### config.mk
export PLATFORM = sky130hd
export DESIGN_NAME = cdb_arbiter_param
export DESIGN_NICKNAME = d
export VERILOG_FILES = /design/src/rtl/cdb_arbiter_param.sv
export SDC_FILE = /design/constraint.sdc
export NUM_CORES = 1
export LEC_CHECK = 0
export CORE_ASPECT_RATIO = 0.9
export CORE_UTILIZATION = 56
export CTS_BUF_LIST = sky130_fd_sc_hd__clkbuf_16
export DETAILED_ROUTE_END_ITERATION = 6
export GPL_ROUTABILITY_DRIVEN = 0
export PLACE_DENSITY = 0.78
export SYNTH_ARGS = -nofsm -noshare
export SYNTH_HDL_FRONTEND = slang
export SYNTH_SLANG_ARGS = --single-unit
### constraint.sdc
create_clock -name clock_i -period 3.7 [get_ports clock_i]
set_clock_uncertainty 0.05 [all_clocks]
set_input_delay 0.74 -clock clock_i [delete_from_list [all_inputs] [get_ports clock_i]]
set_output_delay 0.74 -clock clock_i [all_outputs]
set_load 0.005 [all_outputs]
### src/rtl/cdb_arbiter_param.sv
// Common-data-bus arbiter: per-unit result FIFOs feeding one registered
// CDB broadcast per cycle, fixed-priority or round-robin grant.
module cdb_arbiter_param #(
  parameter int NUM_UNITS = 2,
  parameter int DATA_W    = 16,
  parameter int DEPTH     = 4,
  parameter int RR_MODE   = 1,
  localparam int SRC_W  = (NUM_UNITS > 1) ? $clog2(NUM_UNITS) : 1,
  localparam int PTR_W  = $clog2(DEPTH),
  localparam int CNT_W  = PTR_W + 1,
  localparam int PEND_W = $clog2(NUM_UNITS * DEPTH + 1)
) (
  input  logic                        clock_i,
  input  logic                        reset_i,
  input  logic [NUM_UNITS-1:0]        fu_valid_i,
  input  logic [NUM_UNITS*DATA_W-1:0] fu_data_i,
  output logic [NUM_UNITS-1:0]        fu_ready_o,
  input  logic                        cdb_stall_i,
  output logic                        cdb_valid_o,
  output logic [DATA_W-1:0]           cdb_data_o,
  output logic [SRC_W-1:0]            cdb_src_o,
  output logic [PEND_W-1:0]           pending_o
);

  logic [NUM_UNITS-1:0] req;
  logic [CNT_W-1:0]     cnt_arr  [NUM_UNITS];
  logic [DATA_W-1:0]    head_arr [NUM_UNITS];

  logic                 gnt_vld;
  logic [SRC_W-1:0]     gnt_idx;
  logic [SRC_W-1:0]     rr_cand;

  logic                 cdb_valid_q, cdb_valid_d;
  logic [DATA_W-1:0]    cdb_data_q, cdb_data_d;
  logic [SRC_W-1:0]     cdb_src_q, cdb_src_d;
  logic [SRC_W-1:0]     last_q, last_d;
  logic [PEND_W-1:0]    pend;

  for (genvar g = 0; g < NUM_UNITS; g++) begin : gen_ch
    logic [DATA_W-1:0] mem_q [DEPTH];
    logic [PTR_W-1:0]  head_q, head_d;
    logic [PTR_W-1:0]  tail_q, tail_d;
    logic [CNT_W-1:0]  cnt_q, cnt_d;
    logic              push;
    logic              pop;

    assign fu_ready_o[g] = (cnt_q != CNT_W'(DEPTH));
    assign req[g]        = (cnt_q != '0);
    assign push          = fu_valid_i[g] & fu_ready_o[g];
    assign pop           = gnt_vld & (gnt_idx == SRC_W'(g));
    assign cnt_arr[g]    = cnt_q;
    assign head_arr[g]   = mem_q[head_q];

    // Next pointers/occupancy; push and pop cancel in the count.
    always_comb begin
      head_d = head_q + PTR_W'(pop);
      tail_d = tail_q + PTR_W'(push);
      cnt_d  = cnt_q + CNT_W'(push) - CNT_W'(pop);
    end

    // Channel bookkeeping, cleared on reset so queued entries vanish.
    always_ff @(posedge clock_i) begin
      if (reset_i) begin
        head_q <= '0;
        tail_q <= '0;
        cnt_q  <= '0;
      end else begin
        head_q <= head_d;
        tail_q <= tail_d;
        cnt_q  <= cnt_d;
      end
    end

    // Storage needs no reset; occupancy gates every read.
    always_ff @(posedge clock_i) begin
      if (push) mem_q[tail_q] <= fu_data_i[g*DATA_W +: DATA_W];
    end
  end

  // Pick one requesting channel; nothing is granted under stall.
  always_comb begin
    gnt_vld = 1'b0;
    gnt_idx = '0;
    rr_cand = '0;
    if (!cdb_stall_i) begin
      if (RR_MODE == 0) begin
        for (int i = NUM_UNITS - 1; i >= 0; i--) begin
          if (req[i]) begin
            gnt_vld = 1'b1;
            gnt_idx = SRC_W'(i);
          end
        end
      end else begin
        for (int k = NUM_UNITS; k >= 1; k--) begin
          rr_cand = SRC_W'((int'(last_q) + k) % NUM_UNITS);
          if (req[rr_cand]) begin
            gnt_vld = 1'b1;
            gnt_idx = rr_cand;
          end
        end
      end
    end
  end

  // Total queued entries across all channels.
  always_comb begin
    pend = '0;
    for (int i = 0; i < NUM_UNITS; i++) begin
      pend = pend + PEND_W'(cnt_arr[i]);
    end
  end

  // Broadcast next-state: data/src hold when no grant.
  always_comb begin
    cdb_valid_d = gnt_vld;
    cdb_data_d  = cdb_data_q;
    cdb_src_d   = cdb_src_q;
    last_d      = last_q;
    if (gnt_vld) begin
      cdb_data_d = head_arr[gnt_idx];
      cdb_src_d  = gnt_idx;
      last_d     = gnt_idx;
    end
  end

  // Registered CDB outputs and round-robin pointer.
  always_ff @(posedge clock_i) begin
    if (reset_i) begin
      cdb_valid_q <= 1'b0;
      cdb_data_q  <= '0;
      cdb_src_q   <= '0;
      last_q      <= SRC_W'(NUM_UNITS - 1);
    end else begin
      cdb_valid_q <= cdb_valid_d;
      cdb_data_q  <= cdb_data_d;
      cdb_src_q   <= cdb_src_d;
      last_q      <= last_d;
    end
  end

  assign cdb_valid_o = cdb_valid_q;
  assign cdb_data_o  = cdb_data_q;
  assign cdb_src_o   = cdb_src_q;
  assign pending_o   = pend;

endmodule

# Word-level counts from Yosys, hierarchy flattened
# Memories as Yosys holds them, arrays and structs flattened. A register that Yosys moved wholly into a read port is not among the register bits.
# Cells that the tools add are included.
[totals]
memories = 2
in_bits = 37
mem_bits_rw = 128
out_inout_bits = 24
elab_cells = 55
regBits = 33
[memory_table]
columns = ["memory", "depth", "width", "rd", "rd_ports_with_merged_regs", "wr", "line", "source"]
rows = [
  ["gen_ch[0].mem_q", 4, 16, 1, 1, 1, "40", "logic [DATA_W-1:0] mem_q [DEPTH];"],
  ["gen_ch[1].mem_q", 4, 16, 1, 1, 1, "40", ""],
]
[classes]
n_lt_le_gt_ge = 3
n_eq_ne = 2
bitwise_logic = 6
mux = 19
add_sub_neg = 11
reduce_logical = 2
[ops]
columns = ["operator", "n"]
rows = [
  ["16-bit 2-to-1 mux", 3],
  ["1-bit 2-to-1 mux", 14],
  ["2-bit by 1-bit adder with 2-bit output", 4],
  ["3-bit by 1-bit adder with 3-bit output", 2],
  ["3-bit != test, second input constant", 2],
  ["3-bit nonzero test", 2],
  ["3-bit by 1-bit subtractor with 3-bit output", 2],
  ["3-bit by 3-bit adder with 4-bit output", 1],
  ["1-bit AND", 4],
  ["1-bit by 2-bit < comparator with 1-bit output, second input constant", 2],
  ["2-bit 2-to-1 mux", 2],
  ["1-bit adder, second input constant", 2],
  ["2-bit greater-or-equal comparator, second input constant", 1],
  ["1-bit NOT with 2-bit output", 1],
  ["1-bit NOT", 1],
]

# Depth between registers and ports, before layout
[logic_depth]
word_depth = 10
depth_mapped = 11
mapped_depth_nobuf = 10

# Worst setup path before layout
# Ideal clock, no wire load.
[synth_path]
kind = "input-to-reg"
start = "input fu_valid_i[1]"
end = "memory gen_ch[1].mem_q[1][0] (enable)"
n_path_buf = 0
arrival_ns = 2.134
setup_time_ns = 0.413
slack_ns = 1.103
cell_stages = 2
required_time_ns = 3.237
cell_sequence = "nand2_1 nor3b_1"
[synth_between]
elab_chain_len = 3
[synth_rtl]
columns = ["item", "line", "source"]
rows = [
  ["from (decl)", "15", "input logic [NUM_UNITS-1:0] fu_valid_i,"],
  ["1-bit AND", "49", "assign push = fu_valid_i[g] & fu_ready_o[g];"],
  ["1-bit 2-to-1 mux", "76", "if (push) mem_q[tail_q] <= fu_data_i[g*DATA_W +: DATA_W];"],
  ["1-bit 2-to-1 mux (implied by the code)", "76", ""],
  ["to (decl)", "40", ""],
]
# Every way passes these cells.

# Worst setup path after layout
[layout_path]
start = "register gen_ch[0].cnt_q[0]"
end = "output pending_o[2]"
[layout_between]
elab_chain_len = 1
[layout_rtl]
columns = ["item", "line", "source"]
rows = [
  ["from (decl)", "43", "logic [CNT_W-1:0] cnt_q, cnt_d;"],
  ["from (signal assigned)", "70", "cnt_q <= cnt_d;"],
  ["3-bit by 3-bit adder with 4-bit output", "109", "pend = pend + PEND_W'(cnt_arr[i]);"],
  ["to (decl)", "22", "output logic [PEND_W-1:0] pending_o"],
]
# Every way passes these cells.

==> impl_metrics.ini <==
[run_status]
outcome = complete, no violations

[sta]
hold_viol_final = 0
period_share_pct = 78.9
tns_ns = 0
tightest_slew_ns = 1.26
rsz0062_at_grt = no
slew_viol_final = 0
slew_headroom_pct = 15.6
fmax_mhz = 343
final-setup-viol-count = 0
fin_crit_ns = 2.92

[power]
switchingPower_mw = 1.60
ir_worst_vdd_uv = 622
leakagePower_nw = 2.56
combinationalPowerShare_pct = 26.3
power.total_mw = 5.73
p_seq_share_pct = 42.7
power_density_nw_per_um2 = 751
internal-power_mw = 4.13
clock_power_share_pct = 31.0
swShare_pct = 27.9

[clocking]
clk_latency_ns = 0.42
cts_root_buf = clkbuf_16
cts_sinks = 161
cts_htree_levels = 4
cts_made_buffers = 17
post_cts_buffers = 0
clockBufferDepth = 2
post_cts_resized = 0
postCtsHoldBufs = 0
clk_pin_slew_ns = 0.06
cts_tree = done

[worst_hold_path]
min_to = last_q$_SDFFE_PP1N_
holdCritPathClass = register to register
holdPathStages = 1
min_from = last_q$_SDFFE_PP1N_

[worst_setup_path]
required_ns = 2.91
cp_max_fo = 5
worstReg2RegEnd = gen_ch[0].cnt_q[2]$_SDFF_PP0_
reg2reg_from = gen_ch[1].cnt_q[1]$_SDFF_PP0_
end_kind = output pin
cp_slowest_cell = clkdlybuf4s50_1
cp-start-kind = register
critPathKind = register to output pin
reg2reg_depth = 10
critPathMaxStageDelay_ns = 0.51
r2r_slack_ns = 1.23
worstPathCellList = ha_1 > inv_1 > fa_1 > xnor2_1 > clkdlybuf4s50_1
cp_data_arrival_time_ns = 2.13

[placement]
port_buffers = 60
dp_hpwl_um = 6930
dp_cells = 524
placed_cell_area_um2 = 7020

[yosys]
syn_avg_cell_area_um2 = 18.6
syn-num-nets = 382
synth_flop_cell = edfxtp_1
ys_seq_area_share_pct = 72.4
synthCells = 335
yosysTopAreaCell = edfxtp_1
synth_edf_count = 128
ys_ff_latch = 161
ys_warn_count = 0
synth_top_cell_area_share_pct = 61.8
synthesis.area_um2 = 6220
synth_area_leaders = edfxtp_1 62%, mux4_2 12%, dfxtp_1 11%
synth_common_cells = 128 x edfxtp_1, 33 x dfxtp_1, 32 x mux4_2
ys_async_sr_fraction_pct = 0
ys_types = 34
synth.most_common_cell = edfxtp_1

[die]
io_pins = 61
design.core.area_um2 = 10800
row_count = 36
die_height_um = 102
die_w_um = 113
dieArea_um2 = 11500
start_util_pct = 57.5

[finish]
antenna_cells = 0
final_cells = 556
fin_area_um2 = 7630
nNetsFinal = 457
area_growth_pct = 22.6
drive_gt1_share_pct = 20.3
fill_cells = 674
post-route-util_pct = 70.6

[drt]
vias = 3180
post_drt_wl_per_cell_um = 19.7
drt_iter0_drc = 128
vias_per_cell = 5.72
drt-total-wl_um = 11000
antenna_left = 0
drcViolationCount = 0
drt_first_pass_iters = 4

[grt]
grt_use_total_pct = 21.2
grt_max_degree = 34
grt_pass1_vias = 3161
gr-total-overflow = 0
grt_pass1_wl_um = 17200
antenna_found_initial = 0

[run]
cap_violations = 0
==> kinds of logic after synthesis <==
family                     share of synthesized area [%]
DFF                                                 72.4
and+or+nand+nor                                     4.32
muxes                                               14.2
AOI/OAI and AO/OA                                   3.18
buffers and inverters                               2.01
xor gates and xnor gates                            1.55
adders and majority gates                           2.37
==> layout by cell type (no fill, tap or decap), types with 3 or more instances in the layout <==
| cell | count |
|---|---|
| a211oi_1 | 15 |
| a21o_1 | 3 |
| dfxtp_1 | 33 |
| bufinv_16 | 3 |
| clkbuf_16 | 17 |
| clkdlybuf4s50_1 | 60 |
| ha_1 | 7 |
| mux2i_1 | 16 |
| nor2_1 | 29 |
| a21oi_1 | 3 |
| nand2_1 | 4 |
| inv_1 | 10 |
| nor3_2 | 3 |
| inv_6 | 4 |
| nor2b_1 | 4 |
| clkinv_4 | 3 |
| fa_1 | 3 |
| xnor2_1 | 10 |
| edfxtp_1 | 128 |
| nor3b_2 | 4 |
| buf_4 | 12 |
| mux4_2 | 32 |
==> per-layer routing <==
layer  wire length [µm]  share of wire [%]  global-route usage [%]
met3                620                5.7                    5.69
met2               5440                 50                    33.6
met5                  0                  0                       0
met4                259                2.4                    10.4
met1               4650                 42                    27.7
==> final cells by class <==
| type | instances | area (µm²) | area share (%) |
|---|---|---|---|
| Sequential cell | 161 | 4500 | 59.0 |
| Clock buffer | 17 | 425 | 5.58 |
| Tap cell | 133 | 166 | 2.18 |
| Timing Repair Buffer | 72 | 691 | 9.05 |
| Multi-Input combinational cell | 149 | 1630 | 21.3 |
| Inverter | 9 | 33.8 | 0.443 |
| Clock inverter | 15 | 183 | 2.39 |
==> per-stage QoR <==
step           setup WS, ns  hold slack (ns)
2_1_floorplan          1.10            0.386
3_3_place_gp          0.775            0.413
3_5_place_dp          0.703            0.411
4_1_cts               0.768            0.425
5_1_grt               0.666            0.430
6_report              0.782            0.435
==> worst max-delay path by stage <==
| stage | from | endpoint | slack (ns) | cells past startpoint |
|---|---|---|---|---|
| final | gen_ch[0].cnt_q[0]$_SDFF_PP0_ | pending_o[2] | 0.78 | 5 |
| after detailed placement | cdb_stall_i | gen_ch[0].cnt_q[2]$_SDFF_PP0_ | 0.70 | 10 |
| after global routing | gen_ch[0].cnt_q[0]$_SDFF_PP0_ | pending_o[2] | 0.67 | 5 |
| after CTS | gen_ch[0].cnt_q[0]$_SDFF_PP0_ | pending_o[2] | 0.77 | 5 |
| after floorplan | fu_valid_i[1] | gen_ch[1].mem_q[1][0]$_DFFE_PP_ | 1.10 | 2 |
| after global placement | cdb_stall_i | gen_ch[0].cnt_q[2]$_SDFF_PP0_ | 0.78 | 10 |
==> power by group through the flow <==
| stage | clock, mW | combinational [mW] | sequential, mW |
|---|---|---|---|
| after detailed placement | 0 | 1.51 | 2.48 |
| final | 1.78 | 1.51 | 2.44 |
| after floorplan | 0 | 1.04 | 2.40 |
| after CTS | 1.80 | 1.53 | 2.45 |
| after global placement | 0 | 1.47 | 2.47 |
| after global routing | 1.87 | 1.67 | 2.48 |
==> sequential cells by signal, indices dropped and copies added (netlist names) <==
register / flops
cdb_data_o: 16
gen_ch.mem_q: 128
cdb_valid_o: 1
gen_ch.tail_q: 4
last_q: 1
cdb_src_o: 1
gen_ch.head_q: 4
gen_ch.cnt_q: 6
==> critical path: cells and delay by family (launching register included) <==
kind	cells	cell delay, ns
buffers and inverters	2	0.57
xor gates and xnor gates	1	0.14
adders and majority gates	2	0.58
DFF	1	0.43
No activity file was read; power rests on OpenSTA's default activity.
